**src/rtl/gpio_pkg.sv**
```systemverilog
// gpio_pkg: register offsets, bus FSM state type, pin-count limit and
// byte-lane helper shared by the GPIO bank and its bench.
package gpio_pkg;

    localparam int NPINS_MAX = 32;

    localparam logic [7:0] OFF_OUT      = 8'h00;
    localparam logic [7:0] OFF_OEB      = 8'h04;
    localparam logic [7:0] OFF_IN       = 8'h08;
    localparam logic [7:0] OFF_IRQ_EN   = 8'h0C;
    localparam logic [7:0] OFF_IRQ_STAT = 8'h10;
    localparam logic [7:0] OFF_IRQ_EDGE = 8'h14;

    typedef enum logic {
        ST_IDLE = 1'b0,
        ST_ACK  = 1'b1
    } bus_state_t;

    // Expand the four Wishbone byte enables into a 32-bit bit mask.
    function automatic logic [31:0] lane_mask(input logic [3:0] sel);
        logic [31:0] mask;
        for (int i = 0; i < 4; i++) begin
            mask[8*i +: 8] = {8{sel[i]}};
        end
        return mask;
    endfunction

endpackage

```
**src/rtl/gpio_sync.sv**
```systemverilog
// gpio_sync: one pad's two-flop synchronizer plus an optional delay flop
// that turns the synchronized level into single-cycle rise/fall pulses.
// With EDGE_DETECT = 0 the delay flop is not built and both pulses are 0.
module gpio_sync
    import gpio_pkg::*;
#(
    parameter bit EDGE_DETECT = 1'b1
) (
    input  logic clk,
    input  logic rst_n,
    input  logic pad,
    output logic level,
    output logic rise,
    output logic fall
);

    logic meta;
    logic stable;

    // Two flops in series to settle the asynchronous pad before use.
    always_ff @(posedge clk) begin
        if (!rst_n) begin
            meta   <= 1'b0;
            stable <= 1'b0;
        end else begin
            meta   <= pad;
            stable <= meta;
        end
    end

    assign level = stable;

    generate
        if (EDGE_DETECT) begin : g_edge
            logic delayed;

            // Previous synchronized level; compared with the current one to find edges.
            always_ff @(posedge clk) begin
                if (!rst_n) begin
                    delayed <= 1'b0;
                end else begin
                    delayed <= stable;
                end
            end

            assign rise = stable & ~delayed;
            assign fall = ~stable & delayed;
        end else begin : g_no_edge
            assign rise = 1'b0;
            assign fall = 1'b0;
        end
    endgenerate

endmodule

```
**src/rtl/wb_gpio_bank.sv**
```systemverilog
// wb_gpio_bank: Wishbone-slave GPIO bank with output, direction and input
// registers. Define GPIO_IRQ_EN to build the edge-triggered interrupt block
// (IRQ_EN / IRQ_STAT / IRQ_EDGE); without it those registers read 0 and irq
// is tied low while the port list stays the same.
module wb_gpio_bank
    import gpio_pkg::*;
#(
    parameter int          NPINS    = 16,
    parameter logic [31:0] BASE_ADR = 32'h3000_0000
) (
    input  logic             wb_clk_i,
    input  logic             wb_rst_ni,
    input  logic             wbs_cyc_i,
    input  logic             wbs_stb_i,
    input  logic             wbs_we_i,
    input  logic [3:0]       wbs_sel_i,
    input  logic [31:0]      wbs_adr_i,
    input  logic [31:0]      wbs_dat_i,
    output logic             wbs_ack_o,
    output logic [31:0]      wbs_dat_o,
    input  logic [NPINS-1:0] gpio_in,
    output logic [NPINS-1:0] gpio_out,
    output logic [NPINS-1:0] gpio_oeb,
    output logic             irq
);

`ifdef GPIO_IRQ_EN
    localparam bit IRQ_BUILD = 1'b1;
`else
    localparam bit IRQ_BUILD = 1'b0;
`endif

    bus_state_t       state;
    logic [NPINS-1:0] out_reg;
    logic [NPINS-1:0] oeb_reg;
    logic [NPINS-1:0] in_sync;
    logic [NPINS-1:0] rise_vec;
    logic [NPINS-1:0] fall_vec;
    logic [NPINS-1:0] wr_mask;
    logic [NPINS-1:0] wr_data;
    logic [31:0]      lane_bits;
    logic [31:0]      read_data;
    logic [7:0]       offset;
    logic             selected;
    logic             wr_stb;
    logic             unused_upper;

    assign offset    = wbs_adr_i[7:0];
    assign selected  = wbs_cyc_i && wbs_stb_i && (wbs_adr_i[31:8] == BASE_ADR[31:8]);
    assign wr_stb    = (state == ST_IDLE) && selected && wbs_we_i;
    assign lane_bits = lane_mask(wbs_sel_i);
    assign wr_mask   = lane_bits[NPINS-1:0];
    assign wr_data   = wbs_dat_i[NPINS-1:0];

    // Bus bits above the pin count carry nothing for this bank.
    assign unused_upper = ^{lane_bits, wbs_dat_i};

    generate
        for (genvar i = 0; i < NPINS; i++) begin : g_pin
            gpio_sync #(
                .EDGE_DETECT(IRQ_BUILD)
            ) u_sync (
                .clk   (wb_clk_i),
                .rst_n (wb_rst_ni),
                .pad   (gpio_in[i]),
                .level (in_sync[i]),
                .rise  (rise_vec[i]),
                .fall  (fall_vec[i])
            );
        end
    endgenerate

`ifdef GPIO_IRQ_EN
    logic [NPINS-1:0] irq_en_reg;
    logic [NPINS-1:0] irq_stat_reg;
    logic [NPINS-1:0] irq_edge_reg;
    logic [NPINS-1:0] edge_hit;
    logic [NPINS-1:0] stat_clear;

    assign edge_hit   = (rise_vec & ~irq_edge_reg) | (fall_vec & irq_edge_reg);
    assign stat_clear = (wr_stb && (offset == OFF_IRQ_STAT)) ? (wr_data & wr_mask) : '0;

    // Interrupt registers: a new edge always beats a same-cycle W1C clear.
    always_ff @(posedge wb_clk_i) begin
        if (!wb_rst_ni) begin
            irq_en_reg   <= '0;
            irq_stat_reg <= '0;
            irq_edge_reg <= '0;
            irq          <= 1'b0;
        end else begin
            if (wr_stb && (offset == OFF_IRQ_EN)) begin
                irq_en_reg <= (irq_en_reg & ~wr_mask) | (wr_data & wr_mask);
            end
            if (wr_stb && (offset == OFF_IRQ_EDGE)) begin
                irq_edge_reg <= (irq_edge_reg & ~wr_mask) | (wr_data & wr_mask);
            end
            irq_stat_reg <= (irq_stat_reg & ~stat_clear) | edge_hit;
            irq          <= |(irq_stat_reg & irq_en_reg);
        end
    end
`else
    logic unused_edges;

    assign unused_edges = ^{rise_vec, fall_vec};
    assign irq          = 1'b0;
`endif

    // Read multiplexer; unmapped offsets and absent registers return 0.
    always_comb begin
        read_data = '0;
        case (offset)
            OFF_OUT:      read_data[NPINS-1:0] = out_reg;
            OFF_OEB:      read_data[NPINS-1:0] = oeb_reg;
            OFF_IN:       read_data[NPINS-1:0] = in_sync;
`ifdef GPIO_IRQ_EN
            OFF_IRQ_EN:   read_data[NPINS-1:0] = irq_en_reg;
            OFF_IRQ_STAT: read_data[NPINS-1:0] = irq_stat_reg;
            OFF_IRQ_EDGE: read_data[NPINS-1:0] = irq_edge_reg;
`endif
            default:      read_data = '0;
        endcase
    end

    // Bus FSM: one-cycle ack after a selected cycle, then a mandatory idle cycle.
    always_ff @(posedge wb_clk_i) begin
        if (!wb_rst_ni) begin
            state     <= ST_IDLE;
            wbs_ack_o <= 1'b0;
            wbs_dat_o <= '0;
        end else begin
            case (state)
                ST_IDLE: begin
                    if (selected) begin
                        state     <= ST_ACK;
                        wbs_ack_o <= 1'b1;
                        wbs_dat_o <= read_data;
                    end else begin
                        wbs_ack_o <= 1'b0;
                        wbs_dat_o <= '0;
                    end
                end
                ST_ACK: begin
                    state     <= ST_IDLE;
                    wbs_ack_o <= 1'b0;
                    wbs_dat_o <= '0;
                end
                default: begin
                    state     <= ST_IDLE;
                    wbs_ack_o <= 1'b0;
                    wbs_dat_o <= '0;
                end
            endcase
        end
    end

    // Output and direction registers, written on the ack edge per byte lane.
    always_ff @(posedge wb_clk_i) begin
        if (!wb_rst_ni) begin
            out_reg <= '0;
            oeb_reg <= '1;
        end else if (wr_stb) begin
            case (offset)
                OFF_OUT: out_reg <= (out_reg & ~wr_mask) | (wr_data & wr_mask);
                OFF_OEB: oeb_reg <= (oeb_reg & ~wr_mask) | (wr_data & wr_mask);
                default: ;
            endcase
        end
    end

    assign gpio_out = out_reg;
    assign gpio_oeb = oeb_reg;

endmodule

```
**config.mk**
```make
export PLATFORM = sky130hd
export DESIGN_NAME = wb_gpio_bank
export DESIGN_NICKNAME = d
export VERILOG_FILES = /design/src/rtl/gpio_pkg.sv /design/src/rtl/gpio_sync.sv /design/src/rtl/wb_gpio_bank.sv
export SDC_FILE = /design/constraint.sdc
export NUM_CORES = 1
export LEC_CHECK = 0
export ABC_AREA = 1
export CAP_MARGIN = 20
export CORE_ASPECT_RATIO = 1.2
export CORE_MARGIN = 10
export CORE_UTILIZATION = 43
export DETAILED_ROUTE_END_ITERATION = 16
export GPL_TIMING_DRIVEN = 0
export MAX_ROUTING_LAYER = met4
export PLACE_DENSITY = 0.82
export SLEW_MARGIN = 20
export SYNTH_ARGS = -nofsm -noshare
export SYNTH_HDL_FRONTEND = slang
export SYNTH_HIERARCHICAL = 1
export SYNTH_SLANG_ARGS = --single-unit
```
**constraint.sdc**
```tcl
create_clock -name wb_clk_i -period 1.4 [get_ports wb_clk_i]
set_input_delay 0.21 -clock wb_clk_i [delete_from_list [all_inputs] [get_ports wb_clk_i]]
set_output_delay 0.21 -clock wb_clk_i [all_outputs]
set_load 0.005 [all_outputs]
```
Yosys cells after proc, flatten, opt, wreduce, memory -nomap -nowiden
Cells that the tools add are included.

RAM bits: 0. Bits in latches: 0. Memories kept: 0. Bits in read-only memories: 0. Output and inout bits: 66. Logic and storage cells: 58. Bits in registers: 97. Bits of input ports: 89.

Divide/modulo/power cells: 0. Multiply operators: 0. Bitwise operators: 7. Order comparisons: 0. Reduce and logical (&&, ||, !) cells: 7. Shifts and indexed selects: 0. Add/sub/neg operators: 0. Multiplexer cells: 5. Eq/ne operators: 3.

Operator list (count): one-hot mux 32 bit (2 select lines) (1); bitwise AND 16 bit (3); one-hot mux 16 bit (3 select lines) (1); OR 16 bit (2); == test 24 x 22 -> 1 bit, second input constant (1); 2-to-1 mux 16 bit (1); NOT 16 bit (1); == test 8 x 3 -> 1 bit, second input constant (1); == test 8 x 4 -> 1 bit, second input constant (1); logical NOT 8 bit (1); logical AND 1 bit (4); AND reduction 2 bit (2); one-hot mux 1 bit (2 select lines) (1); 2-to-1 mux 1 bit (1); NOT 1 bit (1).

Longest topological paths before layout
Gate-level depths: netlist of run 1.

Word-level depth: 5. Mapped depth: 11. Mapped depth without buffers: 10.

By module
Netlist of run 1, hierarchy kept.

By module, submodules not included: wb_gpio_bank (sequential area each 980.9 µm², instances 1, cells an instance 365, area an instance 2499.9 µm²); gpio_sync (sequential area each 40.0 µm², instances 16, cells an instance 9, area an instance 73.8 µm²).

Worst setup path before layout of run 1
No wires, ideal clock.

Path kind: register to register. Start point: register state. End point: register with a tool-made name. Required time: 1.266 ns. Cell stages (with the launch flop): 7. Setup time: 0.134 ns. Setup slack: 0.127 ns. Buffers on the path: 0. Arrival time: 1.139 ns. Clock period less this slack: 1.273 ns. Cell sequence: dfxtp_1 > nor2_2 > nand3_1 > nor2_4 > nand4_1 > nand2_1 > nand3_1.

RTL lines: start: declaration (RTL line wb_gpio_bank.sv:33) `bus_state_t state;`; start signal: assignment (RTL line wb_gpio_bank.sv:127) `state <= ST_IDLE;`; start signal: assignment (RTL line wb_gpio_bank.sv:134) `state <= ST_ACK;`; start signal: assignment (RTL line wb_gpio_bank.sv:143) `state <= ST_IDLE;`.

==> flow_metrics.py, run 1 <==
metrics = {
    "run_status": {
        "status": "finished, violations left",
        "violations": "setup timing",
    },
    "worst_setup_path": {
        "cp_slowest_cell": "clkdlybuf4s50_1",
        "worstPathArrival_ns": 1.75,
        "critical_path_required_ns": 1.68,
        "critical_path_class": "in -> reg",
        "cp_cell_sequence": "clkdlybuf4s50_1, nor2_2, nand2_4, nor2_4, buf_12, nand4_4, buf_6, nand2_2, nand2_2, nor2_2",
        "crit_path_max_incr_delay_ns": 0.43,
        "worst-path-max-fanout": 5,
        "reg2reg_depth": 8,
        "end_kind": "flip-flop",
        "startpoint_type": "input pin",
    },
    "final_layout": {
        "fin_util": 0.697,
        "syn_to_final_growth_pct": 58.0,
        "fin_area_sq_mm": 0.00534,
        "final_nets": 718,
        "layout-drive-gt1-share": 0.235,
        "antenna_cells": 0,
        "final_cell_mix": "92 x nand2_1, 71 x inv_1, 70 x dfxtp_1, 60 x dlygate4sd2_1, 48 x nor2_1",
        "fillerInstances": 635,
        "mostFrequentLayoutCell": "nand2_1",
    },
    "placed_design": {
        "place_hpwl_mm": 8.04,
        "numPortBuffers": 117,
        "gp_congestion": 0.928,
        "placedInstanceArea_sq_mm": 0.00473,
    },
    "worst_hold_path": {
        "hold_class": "in -> reg",
        "hold_depth": 3,
    },
    "flow_run": {
        "cap_viol_max_count": 0,
    },
    "grt": {
        "grt_max_degree": 34,
        "first_global_vias": 3331,
        "grt.overflow.total": 0,
        "grt_use_total": 0.174,
        "grt_pass1_wl_mm": 16.1,
        "antenna_found_initial": 0,
    },
    "floorplanning": {
        "rows": 35,
        "die_w_um": 101,
        "initial_core_util": 0.441,
        "dieArea_sq_mm": 0.0118,
        "die_height_um": 117,
        "io_pins": 155,
        "core_area_sq_mm": 0.00766,
    },
    "drt": {
        "drc": 0,
        "dr.first_iter.drc_count": 241,
        "vias": 3448,
        "drt_pass1_iterations": 5,
        "vias_per_cell": 4.75,
        "ant_nets": 0,
        "drt-wirelength-per-cell_um": 15.3,
        "totalWireLength_mm": 11.1,
    },
    "timing": {
        "final_max_slew_viol_count": 0,
        "fin_worst_skew_ns": 0.0134,
        "setup_ws_ns": -0.0680,
        "rsz0062_at_grt": "true",
        "setup_viol": 15,
        "timing.final.crit_share": 1.05,
        "hold_ws_ns": 0.250,
        "max_freq_ghz": 0.681,
        "hold_viol": 0,
        "finalSetupTns_ns": -0.298,
        "period_needed_ns": 1.47,
    },
    "power_and_ir_drop": {
        "powerDensity_mw_per_mm2": 830,
        "leakage_nw": 2.81,
        "ir_worst_vdd_mv": 0.753,
    },
    "yosys": {
        "avgSynthCellArea_sq_um": 7.33,
        "yosys_warnings": 6,
        "syn_area_sq_mm": 0.00338,
        "netlist_instances": 461,
    },
    "clock_network": {
        "cts_tree": "yes",
        "clk_latency_ns": 0.34,
        "htreeDepth": 3,
        "clkTransAtPathRegs_ns": 0.09,
        "clockRootBuffer": "clkbuf_8",
        "cts_sinks": 81,
        "cts_buffer_depth": 2,
        "numCtsBuffers": 9,
        "holdBufCountCts": 0,
    },
}
[final timing paths]
| check | from | slack [ns] | endpoint |
|---|---|---|---|
| worst min register to register | g_pin[8].u_sync/meta | 0.41 | g_pin[8].u_sync/level |
| worst min-delay path | wbs_sel_i[1] | 0.25 | flip-flop |
| worst max register to register | state | 0 | flip-flop |
| worst max-delay path | wbs_adr_i[5] | -0.07 | flip-flop |
[layer usage]
| metal | wire length (um) | track usage | up-vias |
|---|---|---|---|
| met3 | 783 | 0.0341 | 27 |
| met4 | 395 | 0.0772 | 0 |
| met5 | 0 | - | - |
| met1 | 4070 | 0.177 | 1537 |
| li1 | - | - | 1719 |
| met2 | 5840 | 0.317 | 165 |
[layout make-up]
cell class	instances	area, sq um	area share
buffer	33	250	0.0468
clock buffer	10	128	0.0239
clock inverter	6	67.6	0.0126
inverter	73	274	0.0513
multi-input combinational	290	1520	0.284
sequential	81	1640	0.306
tap	92	115	0.0216
timing repair buffer	141	1350	0.253
[where the power goes]
group | internal, mW | switching (mW)
Combinational | 0.220 | 0.187
Sequential | 2.34 | 0.0101
Clock | 0.831 | 0.840
[per-stage QoR]
stage	total power, mW	setup slack, ns	cells
after floorplan	2.56	0.127	477
after global placement	2.80	-0.990	686
after detailed placement	2.81	-1.02	686
after CTS	4.43	0.000932	718
after global routing	4.60	-0.0895	726
final	4.43	-0.0680	726
[critical path: cells and delay by family]
family / cells / cell delay (ns)
buf+inv: 3 / 0.74
simple gates: 7 / 0.81
[what timing repair did]
action,CTS,global route
endpoints found under the setup margin,83,55
gates cloned,2,1
pin swaps,24,24
gates resized for setup,100,81
setup buffers,14,7
No activity file was read; power rests on OpenSTA's default activity.
==> run 2, diff against run 1 <==
--- a/config.mk
+++ b/config.mk
@@ -14,6 +14,7 @@
 export GPL_TIMING_DRIVEN = 0
 export MAX_ROUTING_LAYER = met4
 export PLACE_DENSITY = 0.82
+export SKIP_CTS_REPAIR_TIMING = 1
 export SLEW_MARGIN = 20
 export SYNTH_ARGS = -nofsm -noshare
 export SYNTH_HDL_FRONTEND = slang
==> run 2 against run 1 <==
Compared with the run above:
- largest power group unchanged
- fmax rose by 6.6%
- hold slack worse by 0.0026 ns
- total power grew 0.27%
- sequential cell count is the same
- the run now ends clean
- via count decreased by 1.7%
- clock power about the same
==> flow_metrics.py, run 2 (synthesized netlist as in run 1, its figures left out) <==
metrics = {
    "placed_design": {
        "place_hpwl_mm": 8.04,
        "place_ws_ns": -1.02,
        "numPortBuffers": 117,
        "gp_congestion": 0.928,
        "dp_cells": 686,
    },
    "worst_setup_path": {
        "r2r-start": "state",
        "cp_slowest_cell": "dfxtp_2",
        "crit_path_max_incr_delay_ns": 0.34,
        "rrSetupSlack_ns": 0.02,
        "worstPathArrival_ns": 1.60,
        "worst-path-max-fanout": 6,
        "path_buf_inv": 1,
        "critical_path_required_ns": 1.63,
        "cp_cell_sequence": "nor2_4, nand3_2, nor2_4, nand4_1, buf_6, nand2_2, nand3_1",
        "end_kind": "flip-flop",
        "reg2reg_depth": 7,
        "cp_top_family": "simple AND/OR/NAND/NOR gates",
        "cp_common_cell": "nor2_4",
        "startpoint_type": "flip-flop",
        "critical_path_class": "reg -> reg",
        "cp_num_cells": 7,
    },
    "drt": {
        "vias": 3391,
        "dr.first_iter.drc_count": 211,
        "drt_pass1_iterations": 5,
        "ant_nets": 0,
        "totalWireLength_mm": 11.0,
        "drc": 0,
        "vias_per_cell": 4.69,
        "drt-wirelength-per-cell_um": 15.2,
    },
    "final_layout": {
        "antenna_cells": 0,
        "final_cell_mix": "99 x nand2_1, 74 x dlymetal6s2s_1, 69 x inv_1, 64 x dfxtp_1, 51 x nor2_1",
        "fin_util": 0.721,
        "layout-drive-gt1-share": 0.227,
        "mostFrequentLayoutCell": "nand2_1",
        "stdcell_count": 723,
        "syn_to_final_growth_pct": 63.5,
        "final_nets": 715,
        "fillerInstances": 589,
    },
    "worst_hold_path": {
        "hold_depth": 3,
        "hold_path_startpoint": "wbs_sel_i[0]",
        "hold_class": "in -> reg",
    },
    "floorplanning": {
        "dieArea_sq_mm": 0.0118,
        "initial_core_util": 0.441,
        "io_pins": 155,
        "die_height_um": 117,
        "core_area_sq_mm": 0.00766,
        "rows": 35,
        "die_w_um": 101,
    },
    "clock_network": {
        "htreeDepth": 3,
        "clk_latency_ns": 0.35,
        "numCtsBuffers": 9,
        "clockRootBuffer": "clkbuf_8",
        "clkTransAtPathRegs_ns": 0.09,
        "cts_tree": "yes",
        "cts_buffer_depth": 2,
        "cts_sinks": 81,
    },
    "flow_run": {
        "cap_viol_max_count": 0,
    },
    "grt": {
        "grt_max_degree": 34,
        "grt_pass1_wl_mm": 15.5,
        "first_global_vias": 3253,
        "grt.overflow.total": 0,
        "grt_use_total": 0.166,
        "antenna_found_initial": 0,
    },
    "power_and_ir_drop": {
        "ir_worst_vdd_mv": 0.718,
        "powerDensity_mw_per_mm2": 804,
        "leakage_nw": 3.30,
    },
    "timing": {
        "fin_worst_skew_ns": 0.0147,
        "rsz0062_at_grt": "true",
        "finalSetupTns_ns": 0,
        "final_max_slew_viol_count": 0,
        "max_freq_ghz": 0.727,
        "setup_ws_ns": 0.0236,
        "hold_ws_ns": 0.247,
        "setup_viol": 0,
        "period_needed_ns": 1.38,
        "timing.final.crit_share": 0.983,
        "hold_viol": 0,
    },
    "run_status": {
        "status": "completed",
    },
}
==> run 2: worst min-delay path, cell delays in order <==
cell and delay [ns]:
buf_2 0.17, nand4_1 0.11, nand3_1 0.06
==> run 2: final cells by class <==
type / count / area (sq um) / area share
clock inverters: 6 / 67.6 / 0.0122
flip-flops and latches: 81 / 1650 / 0.298
multi-input cells: 290 / 1490 / 0.269
clock buffers: 10 / 128 / 0.0231
inverters: 73 / 277 / 0.0500
plain buffers: 33 / 253 / 0.0457
repair buffers: 138 / 1560 / 0.282
well taps: 92 / 115 / 0.0208
==> run 2: how the worst max path moves through the flow <==
stage	startpoint	to	slack, ns
final	state	flip-flop	0.02
after global routing	state	flip-flop	-0.08
after CTS	wb_rst_ni	wbs_dat_o[2]	-0.65
after detailed placement	wb_rst_ni	wbs_dat_o[13]	-1.02
after global placement	wb_rst_ni	wbs_dat_o[13]	-0.99
after floorplan	state	flip-flop	0.13
==> run 2: per-stage QoR <==
stage / total power [mW] / area, sq um
detailed placement: 2.81 / 4730
CTS: 4.44 / 4920
floorplan: 2.56 / 3440
global route: 4.62 / 5530
global placement: 2.80 / 4730
finish: 4.44 / 5530
==> run 2: routing by layer <==
metal | global-route usage | vias up | wire, um
li1 | - | 1716 | -
met1 | 0.171 | 1498 | 4140
met2 | 0.301 | 159 | 5860
met3 | 0.0329 | 18 | 775
met4 | 0.0688 | 0 | 221
met5 | - | - | 0
==> run 2: report_power, final <==
group / internal [mW] / total [mW] / switching [mW]
registers: 2.34 / 2.35 / 0.0103
logic: 0.238 / 0.426 / 0.188
clock network: 0.830 / 1.67 / 0.835
==> run 3, diff against run 2 <==
--- a/config.mk
+++ b/config.mk
@@ -9,12 +9,13 @@
 export CAP_MARGIN = 20
 export CORE_ASPECT_RATIO = 1.2
 export CORE_MARGIN = 10
-export CORE_UTILIZATION = 43
+export CORE_UTILIZATION = 46
 export DETAILED_ROUTE_END_ITERATION = 16
 export GPL_TIMING_DRIVEN = 0
 export MAX_ROUTING_LAYER = met4
-export PLACE_DENSITY = 0.82
+export PLACE_DENSITY = 0.87
 export SKIP_CTS_REPAIR_TIMING = 1
+export SKIP_LAST_GASP = 1
 export SLEW_MARGIN = 20
 export SYNTH_ARGS = -nofsm -noshare
 export SYNTH_HDL_FRONTEND = slang
==> constraint.sdc (replaced) <==
create_clock -name wb_clk_i -period 1.6 [get_ports wb_clk_i]
set_input_delay 0.24 -clock wb_clk_i [delete_from_list [all_inputs] [get_ports wb_clk_i]]
set_output_delay 0.24 -clock wb_clk_i [all_outputs]
set_load 0.005 [all_outputs]
==> run 3 against run 2 <==
Compared with the run above:
- total power is 3.2% lower
- design area is 7.0% lower
- global-route usage is 1.3 points higher
- non-clock buffer count is 8 lower
- register-to-register slack better by 0.15 ns
- utilization is 0.65 points lower
- via count stayed put
- combinational power is 16% lower
- setup slack worse by 0.0040 ns
- count of clock-buffer cells in the layout stayed put
- sequential power is 12% lower
==> flow_metrics.py, run 3 (synthesized netlist as in run 1, its figures left out) <==
metrics = {
    "grt": {
        "grt_use_total": 0.179,
        "first_global_vias": 3342,
        "grt.overflow.total": 0,
        "grt_pass1_wl_mm": 15.8,
        "grt_max_degree": 34,
        "antenna_found_initial": 0,
    },
    "clock_network": {
        "cts_sinks": 81,
        "numCtsBuffers": 9,
        "cts_tree": "yes",
        "clk_latency_ns": 0.35,
        "cts_buffer_depth": 2,
        "clockRootBuffer": "clkbuf_8",
        "clkTransAtPathRegs_ns": 0.08,
        "htreeDepth": 3,
    },
    "final_layout": {
        "final_nets": 707,
        "final_cell_mix": "111 x nand2_1, 104 x clkdlybuf4s50_1, 81 x dfxtp_1, 73 x inv_1, 62 x nor2_1",
        "syn_to_final_growth_pct": 52.0,
        "mostFrequentLayoutCell": "nand2_1",
        "fin_area_sq_mm": 0.00514,
        "fillerInstances": 562,
        "antenna_cells": 0,
        "layout-drive-gt1-share": 0.128,
    },
    "power_and_ir_drop": {
        "switching_share": 0.199,
        "seqPwrFrac": 0.479,
        "p_switching_mw": 0.857,
        "power_mw": 4.30,
        "leakage_nw": 2.61,
        "powerDensity_mw_per_mm2": 837,
        "ir_worst_vdd_mv": 0.690,
        "internal-power_mw": 3.45,
        "p_clk_frac": 0.438,
        "combPwrFrac": 0.083,
    },
    "timing": {
        "hold_viol": 0,
        "timing.final.crit_share": 0.988,
        "setup_viol": 0,
        "final_max_slew_viol_count": 0,
        "max_freq_ghz": 0.633,
        "setup_ws_ns": 0.0196,
        "period_needed_ns": 1.58,
        "slew_headroom": 0.663,
        "hold_ws_ns": 0.271,
        "finalSetupTns_ns": 0,
        "fin_worst_skew_ns": 0.00787,
        "worst-slew-pin-transition_ns": 0.505,
        "rsz0062_at_grt": "true",
    },
    "drt": {
        "totalWireLength_mm": 10.4,
        "drt-wirelength-per-cell_um": 14.6,
        "drc": 0,
        "ant_nets": 0,
        "drt_pass1_iterations": 5,
        "vias": 3391,
        "vias_per_cell": 4.76,
        "dr.first_iter.drc_count": 291,
    },
    "worst_hold_path": {
        "hold_depth": 3,
        "hold_class": "in -> reg",
        "hold_path_startpoint": "wbs_sel_i[1]",
    },
    "flow_run": {
        "cap_viol_max_count": 0,
    },
    "placed_design": {
        "place_hpwl_mm": 8.21,
        "numPortBuffers": 117,
        "placedInstanceArea_sq_mm": 0.00472,
        "gp_congestion": 0.889,
        "place_ws_ns": -0.836,
    },
    "worst_setup_path": {
        "worstPathArrival_ns": 1.88,
        "rrSetupSlack_ns": 0.17,
        "r2r-start": "state",
        "cp_cell_sequence": "clkdlybuf4s50_1, nor2_1, nand2_1, nor2_4, inv_1, buf_6, o21ai_0, a21oi_1, nor2_2",
        "startpoint_type": "input pin",
        "end_kind": "flip-flop",
        "reg2reg_depth": 8,
        "worst-path-max-fanout": 10,
        "critical_path_required_ns": 1.89,
        "critical_path_class": "in -> reg",
        "cp_slowest_cell": "clkdlybuf4s50_1",
        "crit_path_max_incr_delay_ns": 0.45,
    },
    "floorplanning": {
        "initial_core_util": 0.470,
        "die_w_um": 98.3,
        "io_pins": 155,
        "dieArea_sq_mm": 0.0112,
        "rows": 34,
        "die_height_um": 114,
        "core_area_sq_mm": 0.00719,
    },
    "run_status": {
        "status": "completed",
    },
}
-- run 3: cell count changes in the layout (fill, tap and decap cells not counted), sizes merged --
cell,before,now
inv,74,73
buf,48,44
clkbuf,16,13
dlymetal6s2s,74,12
clkdlybuf4s50,43,104
bufinv,1,4
clkinvlp,2,0
-- run 3: area by class of cell --
| type | instances | area (sq um) | area share |
|---|---|---|---|
| plain buffers | 33 | 234 | 0.0455 |
| repair buffers | 130 | 1290 | 0.252 |
| clock inverters | 6 | 130 | 0.0253 |
| multi-input cells | 290 | 1350 | 0.262 |
| flip-flops and latches | 81 | 1620 | 0.315 |
| clock buffers | 10 | 128 | 0.0248 |
| inverters | 73 | 274 | 0.0533 |
| well taps | 90 | 113 | 0.0219 |
-- run 3: layer usage --
metal / vias to the layer above / part of all wire / track usage
li1: 1696 / - / -
met1: 1474 / 0.38 / 0.174
met2: 194 / 0.52 / 0.316
met3: 27 / 0.071 / 0.0369
met4: 0 / 0.031 / 0.118
met5: - / 0 / -
-- run 3: metrics by stage --
step           instances  utilization
2_1_floorplan        477            -
3_3_place_gp         684        0.657
3_5_place_dp         684        0.657
4_1_cts              700        0.693
5_1_grt              713        0.715
6_report             713        0.715
-- run 3: power groups by stage --
| stage | combinational (mW) | sequential (mW) | clock, mW |
|---|---|---|---|
| floorplan | 0.130 | 2.11 | 0 |
| global route | 0.390 | 2.06 | 2.01 |
| finish | 0.357 | 2.06 | 1.88 |
| global placement | 0.340 | 2.11 | 0 |
| detailed placement | 0.348 | 2.11 | 0 |
| CTS | 0.349 | 2.06 | 1.92 |
-- run 3: worst max-delay path: cells and delay by family --
| kind | cells | cell delay [ns] |
|---|---|---|
| buf+inv | 3 | 0.74 |
| simple gates | 4 | 0.55 |
| compound gates | 2 | 0.33 |
-- run 3: worst max-delay path by stage --
| stage | to | cells after the start | from | slack [ns] |
|---|---|---|---|---|
| after floorplan | flip-flop | 6 | state | 0.33 |
| after global placement | wbs_dat_o[7] | 7 | wb_rst_ni | -0.82 |
| after detailed placement | wbs_dat_o[13] | 7 | wb_rst_ni | -0.84 |
| after CTS | wbs_dat_o[13] | 7 | wb_rst_ni | -0.51 |
| after global routing | flip-flop | 11 | wbs_adr_i[12] | -0.04 |
| final | wbs_dat_o[6] | 9 | wbs_adr_i[3] | 0.02 |
